File: src/rtl/addr_sn_pkg.sv
// Shared types and residue helpers for the digit-serial adder with mod-3 checking.
package addr_sn_pkg;

  typedef enum logic [1:0] {
    IDLE = 2'd0,
    RUN  = 2'd1,
    DONE = 2'd2
  } state_t;

  // Weight of bit i modulo 3: 2^i mod 3 is 1 for even i and 2 for odd i.
  // The sign bit of a two's-complement value carries a negative weight,
  // so its residue is negated (1 <-> 2).
  function automatic logic [1:0] res_w(input int unsigned i, input logic msb);
    logic [1:0] w;
    w = i[0] ? 2'd2 : 2'd1;
    if (msb) begin
      w = (w == 2'd1) ? 2'd2 : 2'd1;
    end
    return w;
  endfunction

  // Addition of two residues in {0,1,2}, result kept in {0,1,2}.
  function automatic logic [1:0] mod3_add(input logic [1:0] x, input logic [1:0] y);
    logic [2:0] s;
    s = {1'b0, x} + {1'b0, y};
    if (s >= 3'd3) begin
      s = s - 3'd3;
    end
    return s[1:0];
  endfunction

endpackage

File: src/rtl/addr_digit_add.sv
// DIGIT-bit ripple-carry slice: the only arithmetic the serial adder reuses each cycle.
module addr_digit_add #(
  parameter int DIGIT = 2
) (
  input  logic [DIGIT-1:0] a,
  input  logic [DIGIT-1:0] b,
  input  logic             cin,
  output logic [DIGIT-1:0] s,
  output logic             cout
);

  logic [DIGIT:0] c;

  assign c[0] = cin;

  generate
    for (genvar gi = 0; gi < DIGIT; gi++) begin : g_bit
      assign s[gi]    = a[gi] ^ b[gi] ^ c[gi];
      assign c[gi+1]  = (a[gi] & b[gi]) | (c[gi] & (a[gi] ^ b[gi]));
    end
  endgenerate

  assign cout = c[DIGIT];

endmodule

File: src/rtl/addr_sn_serial_rc.sv
// Digit-serial signed adder: LSB-first, DIGIT bits per cycle, with a mod-3
// residue check on every result and a saturating count of faulty results.
module addr_sn_serial_rc
  import addr_sn_pkg::*;
#(
  parameter int WIDTH = 8,
  parameter int DIGIT = 2,
  parameter int CNT_W = 8
) (
  input  logic             clk,
  input  logic             rst_n,
  input  logic             in_valid,
  output logic             in_ready,
  input  logic [WIDTH-1:0] a,
  input  logic [WIDTH-1:0] b,
  input  logic             inj_carry,
  output logic             out_valid,
  input  logic             out_ready,
  output logic [WIDTH:0]   sum,
  output logic             fault,
  output logic [CNT_W-1:0] fault_count
);

  localparam int N     = WIDTH / DIGIT;
  localparam int IDX_W = (N > 1) ? $clog2(N) : 1;
  localparam logic [IDX_W-1:0] LAST_IDX = IDX_W'(N - 1);

  state_t            state_reg, state_next;
  logic [WIDTH-1:0]  a_sh_reg, b_sh_reg;
  logic [WIDTH-1:0]  sum_sh_reg;
  logic              carry_reg;
  logic [IDX_W-1:0]  idx_reg;
  logic [1:0]        ra_reg, rb_reg, rs_reg;
  logic [WIDTH:0]    sum_reg;
  logic              fault_reg;
  logic [CNT_W-1:0]  fault_count_reg;

  logic [DIGIT-1:0]       dsum;
  logic                   dcout;
  logic                   c_w;
  logic                   is_last;
  logic [WIDTH+DIGIT-1:0] sum_cat;
  logic [WIDTH-1:0]       sum_sh_next;
  logic                   sum_msb;
  logic [1:0]             ra_next, rb_next, rs_next, rs_final;
  logic                   fault_next;

  addr_digit_add #(.DIGIT(DIGIT)) u_digit (
    .a    (a_sh_reg[DIGIT-1:0]),
    .b    (b_sh_reg[DIGIT-1:0]),
    .cin  (carry_reg),
    .s    (dsum),
    .cout (dcout)
  );

  // The test hook inverts the carry leaving this digit; on the last digit that
  // carry is c_W, which only feeds the sign bit of the extended sum.
  assign c_w     = dcout ^ inj_carry;
  assign is_last = (idx_reg == LAST_IDX);
  assign sum_cat = {dsum, sum_sh_reg};
  assign sum_sh_next = sum_cat[WIDTH+DIGIT-1:DIGIT];
  assign sum_msb = a_sh_reg[DIGIT-1] ^ b_sh_reg[DIGIT-1] ^ c_w;

  // Fold this digit of a, b and the produced sum bits into the running residues.
  always_comb begin
    ra_next = ra_reg;
    rb_next = rb_reg;
    rs_next = rs_reg;
    for (int j = 0; j < DIGIT; j++) begin
      if (a_sh_reg[j]) begin
        ra_next = mod3_add(ra_next, res_w(int'(idx_reg) * DIGIT + j,
                                          (int'(idx_reg) * DIGIT + j) == WIDTH - 1));
      end
      if (b_sh_reg[j]) begin
        rb_next = mod3_add(rb_next, res_w(int'(idx_reg) * DIGIT + j,
                                          (int'(idx_reg) * DIGIT + j) == WIDTH - 1));
      end
      // Sum bits below WIDTH are all non-sign bits of the WIDTH+1-bit result.
      if (dsum[j]) begin
        rs_next = mod3_add(rs_next, res_w(int'(idx_reg) * DIGIT + j, 1'b0));
      end
    end
    rs_final   = sum_msb ? mod3_add(rs_next, res_w(WIDTH, 1'b1)) : rs_next;
    fault_next = (mod3_add(ra_next, rb_next) != rs_final);
  end

  // State register.
  always_ff @(posedge clk) begin
    if (!rst_n) begin
      state_reg <= IDLE;
    end else begin
      state_reg <= state_next;
    end
  end

  // Next-state logic: accept in IDLE, N digit cycles in RUN, hold in DONE until taken.
  always_comb begin
    state_next = state_reg;
    case (state_reg)
      IDLE:    if (in_valid) state_next = RUN;
      RUN:     if (is_last) state_next = DONE;
      DONE:    if (out_ready) state_next = IDLE;
      default: state_next = IDLE;
    endcase
  end

  // Output decode: handshakes follow the registered state; result registers are zero outside DONE.
  always_comb begin
    in_ready    = (state_reg == IDLE);
    out_valid   = (state_reg == DONE);
    sum         = sum_reg;
    fault       = fault_reg;
    fault_count = fault_count_reg;
  end

  // Datapath: latch operands on accept, shift one digit per RUN cycle, register result on the last digit.
  always_ff @(posedge clk) begin
    if (!rst_n) begin
      a_sh_reg        <= '0;
      b_sh_reg        <= '0;
      sum_sh_reg      <= '0;
      carry_reg       <= 1'b0;
      idx_reg         <= '0;
      ra_reg          <= 2'd0;
      rb_reg          <= 2'd0;
      rs_reg          <= 2'd0;
      sum_reg         <= '0;
      fault_reg       <= 1'b0;
      fault_count_reg <= '0;
    end else begin
      case (state_reg)
        IDLE: begin
          if (in_valid) begin
            a_sh_reg   <= a;
            b_sh_reg   <= b;
            sum_sh_reg <= '0;
            carry_reg  <= 1'b0;
            idx_reg    <= '0;
            ra_reg     <= 2'd0;
            rb_reg     <= 2'd0;
            rs_reg     <= 2'd0;
          end
        end
        RUN: begin
          a_sh_reg   <= a_sh_reg >> DIGIT;
          b_sh_reg   <= b_sh_reg >> DIGIT;
          sum_sh_reg <= sum_sh_next;
          carry_reg  <= c_w;
          idx_reg    <= is_last ? '0 : idx_reg + 1'b1;
          ra_reg     <= ra_next;
          rb_reg     <= rb_next;
          rs_reg     <= rs_next;
          if (is_last) begin
            sum_reg   <= {sum_msb, sum_sh_next};
            fault_reg <= fault_next;
            if (fault_next && (fault_count_reg != '1)) begin
              fault_count_reg <= fault_count_reg + 1'b1;
            end
          end
        end
        DONE: begin
          if (out_ready) begin
            sum_reg   <= '0;
            fault_reg <= 1'b0;
          end
        end
        default: ;
      endcase
    end
  end

endmodule

File: config.mk
export PLATFORM = sky130hd
export DESIGN_NAME = addr_sn_serial_rc
export DESIGN_NICKNAME = d
export VERILOG_FILES = /design/src/rtl/addr_sn_pkg.sv /design/src/rtl/addr_digit_add.sv /design/src/rtl/addr_sn_serial_rc.sv
export SDC_FILE = /design/constraint.sdc
export NUM_CORES = 1
export LEC_CHECK = 0
export BUFFER_PORTS_ARGS = -buffer_cell sky130_fd_sc_hd__buf_2
export CAP_MARGIN = 20
export CORE_AREA = 2 2 84 86
export CTS_BUF_LIST = sky130_fd_sc_hd__clkbuf_2
export CTS_CLUSTER_SIZE = 40
export DETAILED_ROUTE_END_ITERATION = 10
export DIE_AREA = 0 0 86 88
export GPL_TIMING_DRIVEN = 1
export PLACE_DENSITY = 0.67
export SYNTH_ARGS = -nofsm -noshare
export SYNTH_HDL_FRONTEND = slang
export SYNTH_SLANG_ARGS = --single-unit
export TNS_END_PERCENT = 1
File: constraint.sdc
create_clock -name clk -period 10.29 [get_ports clk]
set_clock_uncertainty 0.15 [all_clocks]
set_input_delay 0.5145 -clock clk [delete_from_list [all_inputs] [get_ports clk]]
set_output_delay 0.5145 -clock clk [all_outputs]
set_load 0.01 [all_outputs]
==> flow_summary.toml, run 1 <==
[synthesis]
ys_ff_latch = 51
netlist_instances = 308
yosysWarnings = 0
synth_edf_count = 0
ys_types = 40
syn_nets = 348
synth_area_um2 = 2620
synthArstFlopShare = 0
ys.flop_type = "dfxtp_1"
ys_seq_area_frac = 0.390
avgSynthCellArea_um2 = 8.51

[timing]
tightest_slew_ps = 984
hold_viol = 0
tns_ps = 0
slew_violations = 0
post-route-period-util = 0.506
fmax_mhz = 192
fin_crit_ps = 5200
finalSetupViolCount = 0
fin_ws_ps = 5090
rsz0062_at_grt = "no"
maxSlewHeadroom = 0.344

[placed_design]
port_buffers = 40
place_congestion = 0.791
place_ws_ps = 5140
dp_hpwl_um = 4130

[clock_tree]
root_buffer = "clkbuf_2"
cts_buffers = 5
clkLatencyLatePin_ps = 460
clock_sinks = 51
cts_hold_buf = 0
cts-htree-levels = 2
clkSlewWorstSetupHoldPaths_ps = 270
cts_tree = "yes"
ctsResizeCount = 0
clock_path_buffers = 2
post_cts_buffers = 0

[worst_setup_path]
crit-reg2reg-launch = "ra_reg[1]"
reg2reg_to = "fault_count[6]"
slowest_delay_ps = 560
rrSetupSlack_ps = 5090
reg2reg_depth = 20
criticalPathCategory = "flop to flop"
cp-start-kind = "flop"
path_cells = "inv_1 -> ha_1 -> mux2_2 -> ha_1 -> fa_1 -> ha_1 -> or3_1 -> a21oi_1 -> mux2_2 -> ha_1 -> inv_1 -> fa_1 -> inv_1 -> ha_1 -> nor2b_1 -> a2bb2oi_1 -> or3_4 -> a211oi_4 -> or4_1 -> a21oi_1"
cp_top_family = "adder cells"
cp.arrival_ps = 5420
cpMostUsedCell = "ha_1"
crit_buf_inv = 3
crit_fanout = 16
cp.required_ps = 10510
slowest_stage = "a211oi_4"
end_kind = "flop"

[finish]
nNetsFinal = 381
largest_reg_flops = 9
layout-drive-gt1-share = 0.178
diodes = 0
area_delta_synth_final_pct = 11.3

[run]
drv_cap = 0

[global_routing]
grt_pass1_wl_um = 9790
grt_use_total = 0.161
antenna_found_initial = 0
first_global_vias = 2082
grt_max_degree = 32
grt-ovfl-total = 0

[power_and_ir_drop]
vdd_drop_max_mv = 0.0834
seqPwrFrac = 0.479
p_sw_uw = 161
power.internal_uw = 287
power_uw = 449
p_sw_frac = 0.360
power_density_nw_per_um2 = 154
p_leak_nw = 1.20
p_clk_frac = 0.195
p_comb_frac = 0.326

[route]
drt_iter0_drc = 113
vias = 2324
via_per_inst = 5.51
drc_errors = 0
totalWireLength_um = 5880
drtPass1Iterations = 4
ant_nets = 0
wire_per_inst_um = 13.9

[floorplan]
die_h_um = 88
row_count = 30
ios = 41
die-area_um2 = 7570
coreArea_um2 = 6640
initial_core_util = 0.394
die_x_um = 86

[run_status]
status = "complete, no violations"

[hold_path]
min-delay-start = "a[7]"
min_delay_path_depth = 3
min_to = "a_sh_reg[7]"
hp-class = "primary input to flop"
## power groups by stage
| stage | clock network [mW] | logic [mW] | registers (mW) |
|---|---|---|---|
| floorplan | 0 | 0.128 | 0.215 |
| global placement | 0 | 0.140 | 0.219 |
| detailed placement | 0 | 0.146 | 0.219 |
| CTS | 0.0911 | 0.147 | 0.215 |
| global route | 0.0984 | 0.163 | 0.217 |
| finish | 0.0873 | 0.146 | 0.215 |
## placed cells by master (no fill, tap or decap), types with 2 or more instances in the layout
cell       instances
or3_1              3
nor3_1             3
a211oi_1           2
ha_1              14
inv_1             15
nand2_1           23
nand2b_1           2
mux2i_1            4
dfxtp_1           51
nand3_1            5
o31ai_1            6
nor2_1            48
o32a_1             2
a21oi_1           22
a22oi_1           26
buf_4              3
mux2_2             4
o21ai_1            3
a221oi_1           2
o21ai_0           27
a2bb2oi_1          2
or4_1              5
buf_2             40
and3_1             3
fa_1               5
clkbuf_2           5
## worst register-to-register path, stage by stage (launching register included)
cell and delay (ps):
dfxtp_1 370, inv_1 60, ha_1 280, mux2_2 280
ha_1 190, fa_1 460, ha_1 220, or3_1 380
a21oi_1 150, mux2_2 170, ha_1 140, inv_1 50
fa_1 520, inv_1 60, ha_1 190, nor2b_1 190
a2bb2oi_1 100, or3_4 340, a211oi_4 560, or4_1 200
a21oi_1 60
## synthesized netlist by cell type (all sizes together), types with 3 or more instances
master / n / area (µm²)
clkbuf: 16 / 63.8
nor3: 3 / 15.0
inv: 15 / 56.3
nand2: 23 / 86.3
a22oi: 26 / 195
o21ai: 30 / 150
nand3: 5 / 25.0
a211oi: 3 / 35.0
or3: 4 / 30.0
or4: 5 / 37.5
and3: 3 / 18.8
mux2: 4 / 45.0
a21oi: 23 / 119
o31ai: 6 / 45.0
mux2i: 4 / 40.0
ha: 14 / 175
dfxtp: 51 / 1020
nor2: 48 / 180
fa: 5 / 100
## metrics by stage
stage                     cell area [µm²]   util  hold slack [ps]  std cells
final                                2920  0.439              110        422
after global routing                 2920  0.439              101        422
after CTS                            2920  0.439             99.3        422
after detailed placement             2870  0.432              331        414
after global placement               2870  0.432              322        414
after floorplan                      2620      -              316        308
## final cells by class
type	count	area, µm²
clock buffers	5	25.0
clock inverters	3	23.8
fillers	660	3730
inverters	15	56.3
multi-input cells	225	1470
flip-flops and latches	51	1020
well taps	80	100
repair buffers	43	223
## layer usage
layer | wire (µm) | track usage | share of wire
met3 | 219 | 0.0283 | 0.037
met2 | 2730 | 0.267 | 0.47
met1 | 2850 | 0.213 | 0.49
met5 | 0 | 0 | 0
met4 | 70 | 0.0534 | 0.012
## cells by family after synthesis
group	Yosys count	share of synthesized area
compound gates	97	0.237
xor+xnor	2	0.0124
fa+ha+maj	19	0.105
buf+inv	32	0.0501
flops	51	0.390
mux	8	0.0325
simple gates	99	0.173
## how the worst max path moves through the flow
stage	startpoint	to	slack, ps	depth (start not counted)
2_1_floorplan	ra_reg[1]	fault	5530	21
3_3_place_gp	ra_reg[0]	fault_count[5]	5320	19
3_5_place_dp	ra_reg[0]	fault_count[3]	5140	19
5_1_grt	ra_reg[0]	fault_count[6]	4790	19
4_1_cts	ra_reg[0]	fault_count[3]	5060	19
6_report	ra_reg[1]	fault_count[6]	5090	20
(Power assumes the default switching activity.)
==> inputs of run 2 (changes only) <==
clock period = 5.24 ns   (was 10.29 ns; I/O delays follow)
==> run 2 against run 1 <==
Maximum frequency is 3.1% higher. Combinational power grew to 2.8 times the previous value. Global-route usage is 1.6 points higher.
==> flow_summary.toml, run 2 (synthesized netlist as in run 1, its figures left out) <==
[timing]
tns_ps = 0
maxSlewHeadroom = 0.342
post-route-period-util = 0.964
fmax_mhz = 198
finalSetupViolCount = 0
hold_viol = 0
rsz0062_at_grt = "yes"
fin_crit_ps = 5050
fin_ws_ps = 191
tightest_slew_ps = 983
slew_violations = 0

[finish]
layout-drive-gt1-share = 0.238
nFillCells = 661
final_common_cell = "dfxtp_1"
largest_reg_flops = 9
fin_util = 0.482
fin_area_um2 = 3200
diodes = 0
area_delta_synth_final_pct = 22.1
nNetsFinal = 401
mostFrequentLayoutCells = "dfxtp_1 (49), nor2_1 (48), buf_2 (40), o21ai_0 (27), a22oi_1 (26)"

[power_and_ir_drop]
p_leak_nw = 1.32
power_mw = 1.01
vdd_drop_max_mv = 0.152
seqPwrFrac = 0.418
p_sw_uw = 359
power_density_nw_per_um2 = 315
power.internal_uw = 648
p_comb_frac = 0.407
p_sw_frac = 0.356
p_clk_frac = 0.175

[route]
drtPass1Iterations = 4
ant_nets = 0
drt_iter0_drc = 102
drc_errors = 0
vias = 2442
totalWireLength_um = 6310
via_per_inst = 5.52
wire_per_inst_um = 14.3

[run_status]
status = "complete, no violations"

[run]
drv_cap = 0

[global_routing]
grt_pass1_wl_um = 10700
grt_max_degree = 32
grt-ovfl-total = 0
grt_use_total = 0.176
first_global_vias = 2330
antenna_found_initial = 0

[worst_setup_path]
cp.required_ps = 5490
crit_fanout = 16
slowest_stage = "fa_1"
end_kind = "flop"
crit_buf_inv = 4
criticalPathCategory = "flop to flop"
cp.arrival_ps = 5300
slowest_delay_ps = 510
cp-start-kind = "flop"
path_cells = "inv_1 -> ha_1 -> mux2_4 -> ha_2 -> fa_1 -> ha_2 -> or3_4 -> a21oi_2 -> mux2_4 -> ha_1 -> inv_1 -> fa_1 -> inv_2 -> ha_4 -> nor3b_2 -> a2bb2oi_2 -> or3_4 -> a211oi_4 -> buf_12 -> or4_1 -> a21oi_1"
cp_top_family = "adder cells"

[placed_design]
place_ws_ps = -2.02
dp_hpwl_um = 4220
place_congestion = 0.785
port_buffers = 40
place_area_um2 = 2890

[clock_tree]
cts_buffers = 5
cts_tree = "yes"
clock_sinks = 51
clkLatencyLatePin_ps = 450
cts-htree-levels = 2
root_buffer = "clkbuf_2"
clock_path_buffers = 2
clkSlewWorstSetupHoldPaths_ps = 270

[floorplan]
ios = 41
die-area_um2 = 7570
initial_core_util = 0.394
coreArea_um2 = 6640
die_x_um = 86
row_count = 30
die_h_um = 88

[hold_path]
hp-class = "primary input to flop"
run 2: changes by cell type in the layout (fill, tap and decap cells not counted), moves of 3 or more:
cell	delta
dlygate4sd3_1	+13
a21oi_1	-3
a21oi_2	+3
buf_4	+6
ha_1	-3
run 2: layout make-up:
type / instances / area [µm²] / area share
multi-input cells: 225 / 1550 / 0.484
flip-flops and latches: 51 / 1020 / 0.320
repair buffers: 63 / 418 / 0.131
well taps: 80 / 100 / 0.0313
inverters: 15 / 56.3 / 0.0176
clock inverters: 3 / 27.5 / 0.00860
clock buffers: 5 / 25.0 / 0.00782
run 2: worst min-delay path, stage by stage:
cell and delay (ps):
buf_2 100, nor2_1 80, nand2_1 50, o21ai_0 60, a21oi_1 60
run 2: metrics by stage:
stage	hold slack (ps)	cells
finish	14.4	442
global route	10.6	442
CTS	0.696	441
detailed placement	336	417
global placement	323	417
floorplan	250	308
run 2: timing repair:
action	in CTS	in global routing
hold buffers	12	1
buffers inserted	5	0
endpoints found under the setup margin	5	9
gates resized for setup	3	19
cloned	0	0
pin swaps	3	9
hold endpoints to repair	17	1
run 2: worst paths after layout:
path / from / to / slack [ps] / cells after the start
hold / removal: b[4] / b_sh_reg[4] / 10 / 5
setup / recovery: ra_reg[1] / fault_count[3] / 190 / 21
setup reg to reg: ra_reg[1] / fault_count[3] / 190 / 21
hold reg to reg: fault_count[4] / fault_count[4] / 370 / 2
run 2: power groups by stage:
stage | registers, mW | logic (mW) | clock network (mW)
3_3_place_gp | 0.427 | 0.293 | 0
5_1_grt | 0.425 | 0.445 | 0.200
4_1_cts | 0.421 | 0.370 | 0.183
2_1_floorplan | 0.422 | 0.252 | 0
6_report | 0.421 | 0.410 | 0.176
3_5_place_dp | 0.428 | 0.307 | 0
run 2: layer usage:
layer,up-vias,share of wire,track usage,wire [µm]
li1,1209,-,-,-
met1,1154,0.46,0.215,2920
met2,62,0.47,0.307,2970
met3,17,0.037,0.0283,231
met4,0,0.031,0.0794,193
met5,-,0,0,0
==> inputs of run 3 (changes only) <==
GPL_TIMING_DRIVEN = 0   (was 1)
==> run 3 against run 2 <==
Sequential share of layout area is 0.14 points lower. Core utilization is 0.26 points higher. Via count is 0.16% lower. Maximum frequency is 0.27% lower. Critical endpoint unchanged. Total power is 0.60% lower. Flip-flop and latch count stayed put. Worst setup slack worse by 14 ps. Critical path type unchanged. Register-to-register slack hardly changed. Cell area is 0.55% higher. Routed wire length is 0.33% lower. Combinational power hardly changed. Hold slack better by 3.6 ps.
==> flow_summary.toml, run 3 (synthesized netlist as in run 1, its figures left out) <==
[run_status]
status = "complete, no violations"

[global_routing]
grt_max_degree = 18
grt_pass1_wl_um = 10500
first_global_vias = 2292
grt_use_total = 0.172
antenna_found_initial = 0
grt-ovfl-total = 0

[floorplan]
initial_core_util = 0.394
row_count = 30
die-area_um2 = 7570
die_h_um = 88
die_x_um = 86
ios = 41
coreArea_um2 = 6640

[hold_path]
min_to = "b_sh_reg[2]"
min_delay_path_depth = 5
hp-class = "primary input to flop"
min-delay-start = "b[2]"

[worst_setup_path]
crit_fanout = 8
cp.required_ps = 5490
criticalPathCategory = "flop to flop"
reg2reg_to = "fault_count[3]"
crit_path_start = "ra_reg[0]"
rrSetupSlack_ps = 180
end_kind = "flop"
crit-reg2reg-launch = "ra_reg[0]"
cp.arrival_ps = 5310
cp-start-kind = "flop"
reg2reg_depth = 20

[timing]
tightest_slew_ps = 984
fmax_mhz = 198
post-route-period-util = 0.966
finalSetupViolCount = 0
fin_crit_ps = 5060
fin_ws_ps = 177
slew_violations = 0
maxSlewHeadroom = 0.344
hold_viol = 0

[route]
drtPass1Iterations = 4
ant_nets = 0
drc_errors = 0
drt_iter0_drc = 110
wire_per_inst_um = 13.9
vias = 2438
via_per_inst = 5.41
totalWireLength_um = 6290

[finish]
layout-drive-gt1-share = 0.235
fin_cells = 451
area_delta_synth_final_pct = 22.8
largest_reg_flops = 9
nFillCells = 638
regArea_um2 = 1020
nNetsFinal = 410
multi_input_area_um2 = 1580
mostFrequentLayoutCells = "nor2_1 (48), dfxtp_1 (48), buf_2 (40), o21ai_0 (27), a22oi_1 (26)"
diodes = 0

[placed_design]
placedCellCount = 428
port_buffers = 40
dp_hpwl_um = 4470
place_congestion = 0.836
place_ws_ps = 75.4

[power_and_ir_drop]
vdd_drop_max_mv = 0.147
seqPwrFrac = 0.419
p_clk_frac = 0.171
p_sw_uw = 357
power_mw = 1.00
power.internal_uw = 643
p_comb_frac = 0.410
power_density_nw_per_um2 = 311
p_leak_nw = 1.30
p_sw_frac = 0.357

[clock_tree]
clock_sinks = 51
cts-htree-levels = 2
clkLatencyLatePin_ps = 440
cts_buffers = 5
root_buffer = "clkbuf_2"
clkSlewWorstSetupHoldPaths_ps = 280
clock_path_buffers = 2
cts_tree = "yes"

[run]
drv_cap = 0
==> run 3: cell count changes in the layout (fill, tap and decap cells not counted), sizes merged <==
cell | previous run | this run
dlygate4sd3 | 13 | 8
clkbuf | 5 | 21
buf | 50 | 48
==> run 3: how the worst max path moves through the flow <==
stage                           to  slack (ps)
CTS                          fault          20
global placement             fault         190
global route        fault_count[3]         -50
floorplan                    fault         480
finish              fault_count[3]         180
detailed placement           fault          80
==> run 3: area by class of cell <==
type	count	share of cell area
inverter	15	0.0175
clock buffer	5	0.00778
clock inverter	3	0.00739
multi-input combinational	225	0.490
buffer	17	0.0233
tap	80	0.0311
sequential	51	0.319
timing repair buffer	55	0.105
==> run 3: timing repair <==
item,CTS,global route
hold buffers,8,0
endpoints found under the setup margin,0,9
hold endpoints to repair,10,0
buffers inserted,0,6
gates resized for setup,0,29
==> run 3: metrics by stage <==
stage	hold WS (ps)	instance area (µm²)	utilization	TNS, ps
floorplan	250	2620	-	0
global placement	326	2920	0.440	0
detailed placement	332	2920	0.440	0
CTS	2.81	3050	0.459	0
global route	28.4	3220	0.484	-52.9
finish	18.0	3220	0.484	0
==> run 3: critical path: stages, from the launching register on <==
cell	delay (ps)
dfxtp_1	460
ha_4	220
mux2_4	280
ha_4	160
fa_1	510
ha_2	220
or3_4	380
a21oi_2	130
mux2_4	180
ha_4	130
inv_2	40
fa_2	590
inv_2	50
ha_4	160
nor2b_4	140
a2bb2oi_2	80
or3_4	340
a211oi_4	410
buf_6	190
o31ai_1	70
a21oi_1	150
==> run 3: metal layers <==
metal  GRT usage  routed length (µm)
met5           0                   0
met1       0.231                2970
met3      0.0254                 265
met2       0.282                2980
met4      0.0592                  72
==> run 3: power groups by stage <==
stage	clock, mW	sequential, mW	combinational [mW]
global placement	0	0.426	0.310
finish	0.171	0.420	0.410
detailed placement	0	0.426	0.318
CTS	0.178	0.419	0.324
floorplan	0	0.422	0.252
global route	0.189	0.423	0.451
